## src/rtl/bldc_motor_supervisor.sv

```systemverilog
// BLDC drive supervisor: ramped duty, brake-before-reverse, and hall-code fault latching.
// Optional stall watchdog is compiled in with macro BLDC_STALL_DETECT_EN.
module bldc_motor_supervisor #(
    parameter int DUTY_WIDTH       = 9,
    parameter int MAX_DUTY_CYCLE   = 'h1FF,
    parameter int RAMP_STEP        = 1,
    parameter int RAMP_DIV         = 256,
    parameter int BRAKE_CYCLES     = 1024,
    parameter int STALL_TIMEOUT    = 'h3FFFF,
    parameter int STALL_DUTY       = 'h080,
    parameter int HALL_COUNT_WIDTH = 7
) (
    input  logic                        clk,
    input  logic                        reset,
    input  logic                        en,
    input  logic [DUTY_WIDTH:0]         duty_cmd,
    input  logic [2:0]                  hall,
    input  logic                        fault_clr,
    input  logic                        hall_count_clr,
    output logic [DUTY_WIDTH-1:0]       duty_out,
    output logic                        dir_out,
    output logic                        drive_en,
    output logic                        brake,
    output logic                        fault,
    output logic [HALL_COUNT_WIDTH-1:0] hall_count,
    output logic [1:0]                  state
);
    typedef enum logic [1:0] {IDLE = 2'd0, RUN = 2'd1, BRAKE = 2'd2, FAULT = 2'd3} state_t;

    localparam int DIV_W = $clog2(RAMP_DIV + 1);
    localparam int BRK_W = $clog2(BRAKE_CYCLES + 1);
    localparam logic [DIV_W-1:0]      DIV_LAST = DIV_W'(RAMP_DIV - 1);
    localparam logic [BRK_W-1:0]      BRK_LAST = BRK_W'(BRAKE_CYCLES - 1);
    localparam logic [DUTY_WIDTH-1:0] MAX_C    = DUTY_WIDTH'(MAX_DUTY_CYCLE);
    localparam logic [DUTY_WIDTH-1:0] STEP_C   = DUTY_WIDTH'(RAMP_STEP);

    state_t                      state_q, state_d;
    logic [DUTY_WIDTH-1:0]       duty_q, duty_d;
    logic                        dir_q, dir_d;
    logic                        fault_q, fault_d;
    logic [DIV_W-1:0]            div_q, div_d;
    logic [BRK_W-1:0]            brk_q, brk_d;
    logic [HALL_COUNT_WIDTH-1:0] hall_count_q, hall_count_d;
    logic [2:0]                  hall_s1_q, hall_s2_q, hall_prev_q;
    logic                        inv_q, inv_d;

    logic                  hall_bad, prev_bad, hall_edge, stall_hit, cmd_dir;
    logic [DUTY_WIDTH-1:0] mag, target, diff, ramp_next;

    assign hall_bad  = (hall_s2_q == 3'b000) || (hall_s2_q == 3'b111);
    assign prev_bad  = (hall_prev_q == 3'b000) || (hall_prev_q == 3'b111);
    assign hall_edge = (hall_s2_q != hall_prev_q) && !hall_bad && !prev_bad;
    assign inv_d     = (state_q == RUN) && hall_bad;
    assign mag       = duty_cmd[DUTY_WIDTH-1:0];
    assign cmd_dir   = duty_cmd[DUTY_WIDTH];
    // A reversal request ramps down to zero first, then brakes.
    assign target    = (cmd_dir == dir_q) ? ((mag > MAX_C) ? MAX_C : mag) : '0;

`ifdef BLDC_STALL_DETECT_EN
    localparam int STL_W = $clog2(STALL_TIMEOUT + 1);
    localparam logic [STL_W-1:0]      STL_LAST = STL_W'(STALL_TIMEOUT - 1);
    localparam logic [DUTY_WIDTH-1:0] STALL_C  = DUTY_WIDTH'(STALL_DUTY);
    logic [STL_W-1:0] stall_q, stall_d;
    logic             stall_armed;

    assign stall_armed = (state_q == RUN) && (duty_q >= STALL_C) && !hall_edge;
    assign stall_hit   = stall_armed && (stall_q == STL_LAST);
    assign stall_d     = stall_armed ? stall_q + 1'b1 : '0;

    always_ff @(posedge clk or posedge reset) begin
        if (reset) stall_q <= '0;
        else       stall_q <= stall_d;
    end
`else
    assign stall_hit = 1'b0;
`endif

    always_comb begin
        ramp_next = duty_q;
        diff      = '0;
        if (target > duty_q) begin
            diff      = target - duty_q;
            ramp_next = duty_q + ((diff > STEP_C) ? STEP_C : diff);
        end else if (target < duty_q) begin
            diff      = duty_q - target;
            ramp_next = duty_q - ((diff > STEP_C) ? STEP_C : diff);
        end
    end

    always_comb begin
        hall_count_d = hall_count_q;
        if (hall_count_clr)  hall_count_d = '0;
        else if (hall_edge)  hall_count_d = hall_count_q + 1'b1;
    end

    always_comb begin
        state_d = state_q;
        duty_d  = duty_q;
        dir_d   = dir_q;
        fault_d = fault_q;
        div_d   = div_q;
        brk_d   = brk_q;
        case (state_q)
            IDLE: begin
                duty_d = '0;
                if (en && (mag != '0)) begin
                    state_d = RUN;
                    dir_d   = cmd_dir;
                    div_d   = '0;
                end
            end
            RUN: begin
                if ((hall_bad && inv_q) || stall_hit) begin
                    state_d = FAULT;
                    fault_d = 1'b1;
                    duty_d  = '0;
                end else if (!en) begin
                    state_d = IDLE;
                    duty_d  = '0;
                end else if ((duty_q == '0) && (cmd_dir != dir_q)) begin
                    state_d = BRAKE;
                    brk_d   = '0;
                end else if (div_q == DIV_LAST) begin
                    div_d  = '0;
                    duty_d = ramp_next;
                end else begin
                    div_d = div_q + 1'b1;
                end
            end
            BRAKE: begin
                duty_d = '0;
                if (!en) begin
                    state_d = IDLE;
                end else if (brk_q == BRK_LAST) begin
                    state_d = RUN;
                    dir_d   = ~dir_q;
                    div_d   = '0;
                end else begin
                    brk_d = brk_q + 1'b1;
                end
            end
            FAULT: begin
                duty_d  = '0;
                fault_d = 1'b1;
                if (fault_clr && !en) begin
                    state_d = IDLE;
                    fault_d = 1'b0;
                end
            end
            default: state_d = IDLE;
        endcase
    end

    always_ff @(posedge clk or posedge reset) begin
        if (reset) begin
            state_q      <= IDLE;
            duty_q       <= '0;
            dir_q        <= 1'b0;
            fault_q      <= 1'b0;
            div_q        <= '0;
            brk_q        <= '0;
            hall_count_q <= '0;
            hall_s1_q    <= 3'b000;
            hall_s2_q    <= 3'b000;
            hall_prev_q  <= 3'b000;
            inv_q        <= 1'b0;
        end else begin
            state_q      <= state_d;
            duty_q       <= duty_d;
            dir_q        <= dir_d;
            fault_q      <= fault_d;
            div_q        <= div_d;
            brk_q        <= brk_d;
            hall_count_q <= hall_count_d;
            hall_s1_q    <= hall;
            hall_s2_q    <= hall_s1_q;
            hall_prev_q  <= hall_s2_q;
            inv_q        <= inv_d;
        end
    end

    assign duty_out   = duty_q;
    assign dir_out    = dir_q;
    assign drive_en   = (state_q == RUN);
    assign brake      = (state_q == BRAKE);
    assign fault      = fault_q;
    assign hall_count = hall_count_q;
    assign state      = state_q;
endmodule

```

## config.mk

```make
export PLATFORM = sky130hd
export DESIGN_NAME = bldc_motor_supervisor
export DESIGN_NICKNAME = d
export VERILOG_FILES = /design/src/rtl/bldc_motor_supervisor.sv
export SDC_FILE = /design/constraint.sdc
export NUM_CORES = 1
export LEC_CHECK = 0
export BUFFER_PORTS_ARGS = -buffer_cell sky130_fd_sc_hd__buf_2
export CORE_ASPECT_RATIO = 1.2
export CORE_UTILIZATION = 50
export CTS_CLUSTER_DIAMETER = 150
export CTS_CLUSTER_SIZE = 12
export DETAILED_ROUTE_END_ITERATION = 7
export PLACE_DENSITY = 0.68
export SETUP_SLACK_MARGIN = 0.3
export SLEW_MARGIN = 20
export SYNTH_ARGS = -nofsm -noshare
export SYNTH_HDL_FRONTEND = slang
export SYNTH_SLANG_ARGS = --single-unit
```

## constraint.sdc

```tcl
create_clock -name clk -period 14.1 [get_ports clk]
set_clock_uncertainty 0.1 [all_clocks]
set_input_delay 2.115 -clock clk [delete_from_list [all_inputs] [get_ports clk]]
set_output_delay 2.115 -clock clk [all_outputs]
set_load 0.05 [all_outputs]
```

==> impl_metrics.xml, run 1 <==
<?xml version="1.0" encoding="UTF-8"?>
<metrics>
  <group name="outcome">
    <metric name="run_status" unit="">complete, no violations</metric>
  </group>
  <group name="worst_hold_path">
    <metric name="worst_hold_launch" unit="">hall_s1_q[1]</metric>
    <metric name="whs_endpoint" unit="">hall_s2_q[1]</metric>
    <metric name="min_delay_path_depth" unit="">0</metric>
    <metric name="type_of_the_most_critical_hold_path" unit="">flip-flop to flip-flop</metric>
  </group>
  <group name="global_route">
    <metric name="maximum_number_of_pins_on_one_net_before_global_route_repair" unit="">51</metric>
    <metric name="number_of_antenna_violations_at_the_first_check_in_global_routing" unit="">0</metric>
    <metric name="first_global_vias" unit="">3086</metric>
    <metric name="wire_length_of_the_first_global_routing_pass" unit="um">14700</metric>
    <metric name="globalRouteOverflowTotal" unit="">0</metric>
    <metric name="track_usage" unit="">0.235</metric>
  </group>
  <group name="logic_synthesis">
    <metric name="postSynth.asyncResetShare" unit="">1.00</metric>
    <metric name="synth_top_flop_cell" unit="">dfrtp_1</metric>
    <metric name="netlist_instances" unit="">440</metric>
    <metric name="syn_area" unit="um2">3830</metric>
    <metric name="synth_seq_area_share" unit="">0.326</metric>
    <metric name="number_of_synthesized_flops_with_an_enable_pin" unit="">0</metric>
    <metric name="post-synth-top-area-cell" unit="">dfrtp_1</metric>
    <metric name="synth.top_cells.by_count" unit="">dfrtp_1 (50), nor2_1 (44), nand2_1 (40)</metric>
    <metric name="syn_nets" unit="">491</metric>
    <metric name="synth.ff_latch_count" unit="">50</metric>
    <metric name="synth_cell_types" unit="">71</metric>
    <metric name="ys_warn_count" unit="">0</metric>
    <metric name="synth_largest_type_area_fraction" unit="">0.326</metric>
    <metric name="syn-mean-instance-area" unit="um2">8.71</metric>
    <metric name="synth.top_cells.by_area" unit="">dfrtp_1 (33%), ha_1 (9.8%), o21ai_0 (4.7%)</metric>
    <metric name="post-synth-top-count-cell" unit="">dfrtp_1</metric>
  </group>
  <group name="route">
    <metric name="detailedRoute.firstPassIterationCount" unit="">5</metric>
    <metric name="drt-initial-drc-count" unit="">154</metric>
    <metric name="post_drt_wl_per_cell" unit="um">15.9</metric>
    <metric name="drt.antenna.violating_nets" unit="">0</metric>
    <metric name="detail_route.vias_per_cell" unit="">5.99</metric>
    <metric name="remaining_drc_errors" unit="">0</metric>
    <metric name="dr_total_vias" unit="">3381</metric>
    <metric name="drt_wl_total" unit="um">8960</metric>
  </group>
  <group name="finish">
    <metric name="design.final.nets" unit="">524</metric>
    <metric name="post_layout_instance_area" unit="um2">4160</metric>
    <metric name="final_core_utilization" unit="">0.569</metric>
    <metric name="insertedDiodeCount" unit="">0</metric>
    <metric name="instances_no_fill" unit="">564</metric>
    <metric name="synthToLayoutAreaGrowth" unit="%">8.62</metric>
    <metric name="drive_gt1_frac" unit="">0.160</metric>
    <metric name="fillCellCount" unit="">690</metric>
  </group>
  <group name="clock_tree">
    <metric name="cts.path.max_buffers" unit="">2</metric>
    <metric name="cts_tree" unit="">done</metric>
    <metric name="cts_htree_levels" unit="">2</metric>
    <metric name="clkLatencyLatePin" unit="ps">300</metric>
    <metric name="numClockSinks" unit="">50</metric>
    <metric name="ctsHoldBuffers" unit="">0</metric>
    <metric name="worst_setup_hold_path_clk_slew" unit="ps">100</metric>
    <metric name="cts_made_buffers" unit="">5</metric>
    <metric name="root_buffer" unit="">clkbuf_8</metric>
    <metric name="cts_setup_buffers" unit="">0</metric>
    <metric name="cts_resized" unit="">0</metric>
  </group>
  <group name="floorplan">
    <metric name="dieWidth" unit="um">81.9</metric>
    <metric name="floorplan.initialDensity" unit="">0.524</metric>
    <metric name="io_pins" unit="">40</metric>
    <metric name="die_height" unit="um">97.9</metric>
    <metric name="design.core.area" unit="um2">7320</metric>
    <metric name="design.die.area" unit="um2">8020</metric>
    <metric name="row_count" unit="">34</metric>
  </group>
  <group name="critical_path">
    <metric name="cp-end-kind" unit="">flip-flop</metric>
    <metric name="critPathMaxFanout" unit="">11</metric>
    <metric name="worst-r2r-setup-slack" unit="ps">8550</metric>
    <metric name="worst_r2r_startpoint" unit="">dir_out</metric>
    <metric name="timing_worst_setup_path_type" unit="">input pin to flip-flop</metric>
    <metric name="worstSetupStartpointType" unit="">input pin</metric>
    <metric name="regToRegEndpoint" unit="">duty_out[8]</metric>
    <metric name="worst-r2r-cell-count" unit="">17</metric>
    <metric name="arrival" unit="ps">7100</metric>
    <metric name="critPathRequiredTime" unit="ps">14190</metric>
  </group>
  <group name="pwr">
    <metric name="cellLeakagePower" unit="nW">1.90</metric>
    <metric name="power_total" unit="mW">0.606</metric>
    <metric name="power_density" unit="nW/um2">146</metric>
    <metric name="worst_ir_drop_vdd" unit="mV">0.0918</metric>
  </group>
  <group name="sta">
    <metric name="period_minus_slack" unit="ps">7010</metric>
    <metric name="max_slew_violation_total_from_the_final_report" unit="">0</metric>
    <metric name="slew_headroom" unit="">0.371</metric>
    <metric name="hold_ws" unit="ps">261</metric>
    <metric name="finalSetupViolations" unit="">0</metric>
    <metric name="grt_setup_unrepaired" unit="">false</metric>
    <metric name="worst_slew_pin_slew" unit="ps">937</metric>
    <metric name="fmax" unit="GHz">0.143</metric>
    <metric name="totalNegativeSetupSlack" unit="ps">0</metric>
    <metric name="setup_slack" unit="ps">7090</metric>
    <metric name="finalHoldViolCount" unit="">0</metric>
    <metric name="period_share" unit="">0.497</metric>
  </group>
  <group name="placed_design">
    <metric name="detailed_place_hpwl" unit="um">6790</metric>
    <metric name="finalWeightedCongestion" unit="">0.983</metric>
    <metric name="postPlaceCellArea" unit="um2">4060</metric>
    <metric name="numPortBuffers" unit="">39</metric>
    <metric name="pre_cts_setup_slack" unit="ps">6810</metric>
    <metric name="dp_cells" unit="">556</metric>
  </group>
  <group name="run">
    <metric name="max_cap_violations" unit="">0</metric>
  </group>
</metrics>
==> placed cells by master, fill, tap and decap left out, drive strengths merged, types with 4 or more instances in the layout <==
cell type	n
mux2i	6
buf	39
o21a	11
o21ai	37
nor3	11
nor4	8
a21o	7
o31ai	9
nand4	7
nor2	44
and3	7
nand2	40
dfrtp	50
xor2	7
nor2b	5
ha	30
clkbuf	5
inv	27
and2	6
a31oi	5
xnor2	8
o211ai	4
nand3	18
a21oi	24
nand3b	5
nand2b	10
==> final cells by class <==
cell class	count	area, um2	share of cell area
Timing Repair Buffer	39	195	0.0469
Sequential cell	50	1250	0.301
Multi-Input combinational cell	350	2400	0.577
Tap cell	90	113	0.0271
Clock buffer	5	68.8	0.0165
Inverter	27	103	0.0246
Clock inverter	3	28.8	0.00691
==> worst max-delay path by stage <==
stage / slack [ps] / to / from / cells after the start
2_1_floorplan: 7590 / duty_out[8] / duty_cmd[9] / 20
3_3_place_gp: 6860 / duty_out[8] / duty_cmd[9] / 18
3_5_place_dp: 6810 / duty_out[8] / duty_cmd[9] / 18
4_1_cts: 7120 / duty_out[8] / duty_cmd[9] / 18
5_1_grt: 6780 / duty_out[8] / duty_cmd[9] / 19
6_report: 7090 / duty_out[8] / duty_cmd[9] / 18
==> worst max-delay path: stages <==
cell and delay, ps:
buf_2 110, xnor2_1 730, nand2_1 190, ha_1 260, inv_1 70, fa_1 430, nand4b_1 190, or4_4 550
nor4_4 310, ha_1 300, and3_1 180, fa_1 430, nor2b_1 170, o31a_1 210, o221a_2 220, nor2_1 60
o31ai_2 230, mux2_1 340
==> per-layer routing <==
metal | global-route usage | share of wire | up-vias
met5 | 0 | 0 | -
met4 | 0.0796 | 0.024 | 0
met3 | 0.0402 | 0.041 | 14
met2 | 0.369 | 0.48 | 86
met1 | 0.323 | 0.46 | 1629
li1 | - | - | 1652
==> where the power goes <==
part           internal, mW  switching, mW  total (mW)
combinational         0.130          0.213       0.343
sequential            0.156         0.0175       0.174
clock                0.0369         0.0529      0.0898
total                 0.323          0.283       0.606
==> state kept, by name, summed over array words and instances (netlist names) <==
| register | flops |
|---|---|
| hall_s1_q | 3 |
| div_q | 9 |
| hall_s2_q | 3 |
| state | 2 |
| duty_out | 9 |
| hall_prev_q | 3 |
| inv_q | 1 |
| brk_q | 11 |
| fault | 1 |
| dir_out | 1 |
| hall_count | 7 |
==> kinds of logic (layout without fill, tap and decap cells) <==
family	Yosys count	in the layout	synth area share
AOI/OAI and AO/OA	119	119	0.212
DFF	50	50	0.326
muxes	7	7	0.0186
other	1	1	0.000978
buffers and inverters	40	74	0.0464
xor gates and xnor gates	15	15	0.0343
adders and majority gates	33	33	0.114
and+or+nand+nor	175	175	0.248
(Power assumes the default switching activity.)
==> run 2, diff against run 1 <==
- ABC_AREA: not set -> 1
- clock period: 14.1 -> 7.2 ns (I/O delays scaled with it)
==> run 2 against run 1 <==
  * Core utilization shrank 0.29 points
  * Design area rose by 10%
  * Register-to-register slack lost 5700 ps
  * Die area is 9.2% higher
  * Global-route usage decreased by 0.076 points
  * Setup slack got worse by 4700 ps
==> impl_metrics.xml, run 2 <==
<?xml version="1.0" encoding="UTF-8"?>
<metrics>
  <group name="outcome">
    <metric name="run_status" unit="">complete, no violations</metric>
  </group>
  <group name="finish">
    <metric name="register_containing_the_most_flip_flops_in_the_final_layout" unit="">brk_q</metric>
    <metric name="drive_gt1_frac" unit="">0.127</metric>
    <metric name="flip_flop_count_of_the_largest_register_all_copies_and_words_added" unit="">11</metric>
    <metric name="most_common_cell_after_layout_fill_and_taps_aside" unit="">nand2_1</metric>
    <metric name="most-common-layout-cells" unit="">nand2_1 (177), inv_1 (87), nand3_1 (64)</metric>
    <metric name="insertedDiodeCount" unit="">0</metric>
    <metric name="design.final.nets" unit="">698</metric>
    <metric name="post_layout_instance_area" unit="um2">4590</metric>
    <metric name="synthToLayoutAreaGrowth" unit="%">9.49</metric>
  </group>
  <group name="global_route">
    <metric name="first_global_vias" unit="">3709</metric>
    <metric name="track_usage" unit="">0.234</metric>
    <metric name="globalRouteOverflowTotal" unit="">0</metric>
    <metric name="maximum_number_of_pins_on_one_net_before_global_route_repair" unit="">51</metric>
    <metric name="number_of_antenna_violations_at_the_first_check_in_global_routing" unit="">0</metric>
    <metric name="wire_length_of_the_first_global_routing_pass" unit="um">16400</metric>
  </group>
  <group name="sta">
    <metric name="totalNegativeSetupSlack" unit="ps">0</metric>
    <metric name="max_slew_violation_total_from_the_final_report" unit="">0</metric>
    <metric name="finalHoldViolCount" unit="">0</metric>
    <metric name="grt_setup_unrepaired" unit="">false</metric>
    <metric name="fmax" unit="GHz">0.208</metric>
    <metric name="finalSetupViolations" unit="">0</metric>
    <metric name="slew_headroom" unit="">0.420</metric>
    <metric name="period_minus_slack" unit="ps">4800</metric>
    <metric name="period_share" unit="">0.666</metric>
    <metric name="worst_slew_pin_slew" unit="ps">870</metric>
  </group>
  <group name="route">
    <metric name="remaining_drc_errors" unit="">0</metric>
    <metric name="dr_total_vias" unit="">3934</metric>
    <metric name="drt-initial-drc-count" unit="">157</metric>
    <metric name="post_drt_wl_per_cell" unit="um">13.0</metric>
    <metric name="drt.antenna.violating_nets" unit="">0</metric>
    <metric name="detail_route.vias_per_cell" unit="">5.29</metric>
    <metric name="detailedRoute.firstPassIterationCount" unit="">4</metric>
    <metric name="drt_wl_total" unit="um">9630</metric>
  </group>
  <group name="logic_synthesis">
    <metric name="postSynth.asyncResetShare" unit="">1.00</metric>
    <metric name="synth_seq_area_share" unit="">0.299</metric>
    <metric name="syn_nets" unit="">657</metric>
    <metric name="ys_warn_count" unit="">0</metric>
    <metric name="post-synth-top-count-cell" unit="">nand2_1</metric>
    <metric name="synth_largest_type_area_fraction" unit="">0.299</metric>
    <metric name="post-synth-top-area-cell" unit="">dfrtp_1</metric>
    <metric name="syn-mean-instance-area" unit="um2">6.92</metric>
    <metric name="synth.top_cells.by_area" unit="">dfrtp_1 (30%), nand2_1 (16%), ha_1 (9.0%)</metric>
    <metric name="synth.ff_latch_count" unit="">50</metric>
    <metric name="netlist_instances" unit="">606</metric>
    <metric name="synth_cell_types" unit="">47</metric>
    <metric name="synth_top_flop_cell" unit="">dfrtp_1</metric>
    <metric name="number_of_synthesized_flops_with_an_enable_pin" unit="">0</metric>
    <metric name="synth.top_cells.by_count" unit="">nand2_1 (177), inv_1 (88), nand3_1 (64)</metric>
    <metric name="syn_area" unit="um2">4190</metric>
  </group>
  <group name="critical_path">
    <metric name="cp-end-kind" unit="">flip-flop</metric>
    <metric name="critPathMaxFanout" unit="">9</metric>
    <metric name="arrival" unit="ps">4900</metric>
    <metric name="worstSetupStartpointType" unit="">input pin</metric>
    <metric name="crit_path_max_incr_delay" unit="ps">420</metric>
    <metric name="timing_worst_setup_path_type" unit="">input pin to flip-flop</metric>
    <metric name="crit_path_frequent_cell" unit="">nand2_1</metric>
    <metric name="critPathRequiredTime" unit="ps">7300</metric>
    <metric name="slowest_stage_cell_on_the_critical_path" unit="">fa_1</metric>
  </group>
  <group name="run">
    <metric name="max_cap_violations" unit="">0</metric>
  </group>
  <group name="clock_tree">
    <metric name="cts.path.max_buffers" unit="">2</metric>
    <metric name="numClockSinks" unit="">50</metric>
    <metric name="cts_htree_levels" unit="">2</metric>
    <metric name="worst_setup_hold_path_clk_slew" unit="ps">90</metric>
    <metric name="cts_tree" unit="">done</metric>
    <metric name="cts_setup_buffers" unit="">0</metric>
    <metric name="cts_made_buffers" unit="">5</metric>
    <metric name="ctsHoldBuffers" unit="">0</metric>
    <metric name="clkLatencyLatePin" unit="ps">300</metric>
    <metric name="root_buffer" unit="">clkbuf_8</metric>
    <metric name="cts_resized" unit="">0</metric>
  </group>
  <group name="floorplan">
    <metric name="dieWidth" unit="um">85.6</metric>
    <metric name="design.die.area" unit="um2">8750</metric>
    <metric name="design.core.area" unit="um2">8110</metric>
    <metric name="row_count" unit="">36</metric>
    <metric name="die_height" unit="um">102</metric>
    <metric name="io_pins" unit="">40</metric>
    <metric name="floorplan.initialDensity" unit="">0.517</metric>
  </group>
  <group name="pwr">
    <metric name="cellLeakagePower" unit="nW">2.50</metric>
    <metric name="worst_ir_drop_vdd" unit="mV">0.211</metric>
    <metric name="power_density" unit="nW/um2">289</metric>
    <metric name="power_total" unit="mW">1.33</metric>
  </group>
  <group name="worst_hold_path">
    <metric name="type_of_the_most_critical_hold_path" unit="">flip-flop to flip-flop</metric>
  </group>
  <group name="placed_design">
    <metric name="numPortBuffers" unit="">39</metric>
    <metric name="postPlaceCellArea" unit="um2">4470</metric>
    <metric name="detailed_place_hpwl" unit="um">7710</metric>
    <metric name="finalWeightedCongestion" unit="">0.988</metric>
  </group>
</metrics>
[run 2: cell type report]
cell class,count,area (um2)
Clock buffer,5,68.8
Clock inverter,3,45.0
Fill cell,798,3520
Inverter,95,358
Multi-Input combinational cell,456,2550
Sequential cell,50,1250
Tap cell,95,119
Timing Repair Buffer,39,195
[run 2: metal layers]
metal,track usage,up-vias,share of wire
li1,-,2014,-
met1,0.297,1817,0.46
met2,0.412,86,0.49
met3,0.0234,17,0.030
met4,0.0936,0,0.021
met5,0,-,0
[run 2: logic make-up (layout without fill, tap and decap cells)]
| family | count (synthesis) | after routing | synth area share |
|---|---|---|---|
| flops | 50 | 50 | 0.299 |
| fa+ha+maj | 33 | 33 | 0.104 |
| simple gates | 345 | 345 | 0.380 |
| buf+inv | 100 | 142 | 0.0925 |
| other cells | 1 | 1 | 0.000895 |
| xor+xnor | 19 | 19 | 0.0415 |
| compound gates | 58 | 58 | 0.0827 |
[run 2: final timing paths]
check,from,to,slack [ps],depth (start not counted)
setup / recovery,duty_cmd[9],duty_out[8],2400,30
hold / removal,hall_s1_q[0],hall_s2_q[0],260,0
setup reg to reg,dir_out,duty_out[8],2810,29
hold reg to reg,hall_s1_q[0],hall_s2_q[0],260,0
max in group asynchronous,reset,div_q[1],5660,2
min in group asynchronous,reset,hall_count[5],820,2
[run 2: metrics by stage]
step,instances,setup WS (ps),hold WS [ps],util
floorplan,606,2840,231,-
global placement,735,2350,232,0.552
detailed placement,735,2140,236,0.552
CTS,743,2480,261,0.566
global route,743,1950,271,0.566
finish,743,2400,256,0.566
[run 2: worst max-delay path: cells and delay by family]
family	cells	cell delay, ps
simple gates	21	1910
fa+ha+maj	3	1020
buf+inv	5	530
xor+xnor	1	340
[run 2: report_power, final]
group	internal (mW)	switching (mW)	total (mW)
clock network	0.103	0.0977	0.201
registers	0.305	0.0283	0.333
logic	0.251	0.543	0.794
total	0.659	0.670	1.33
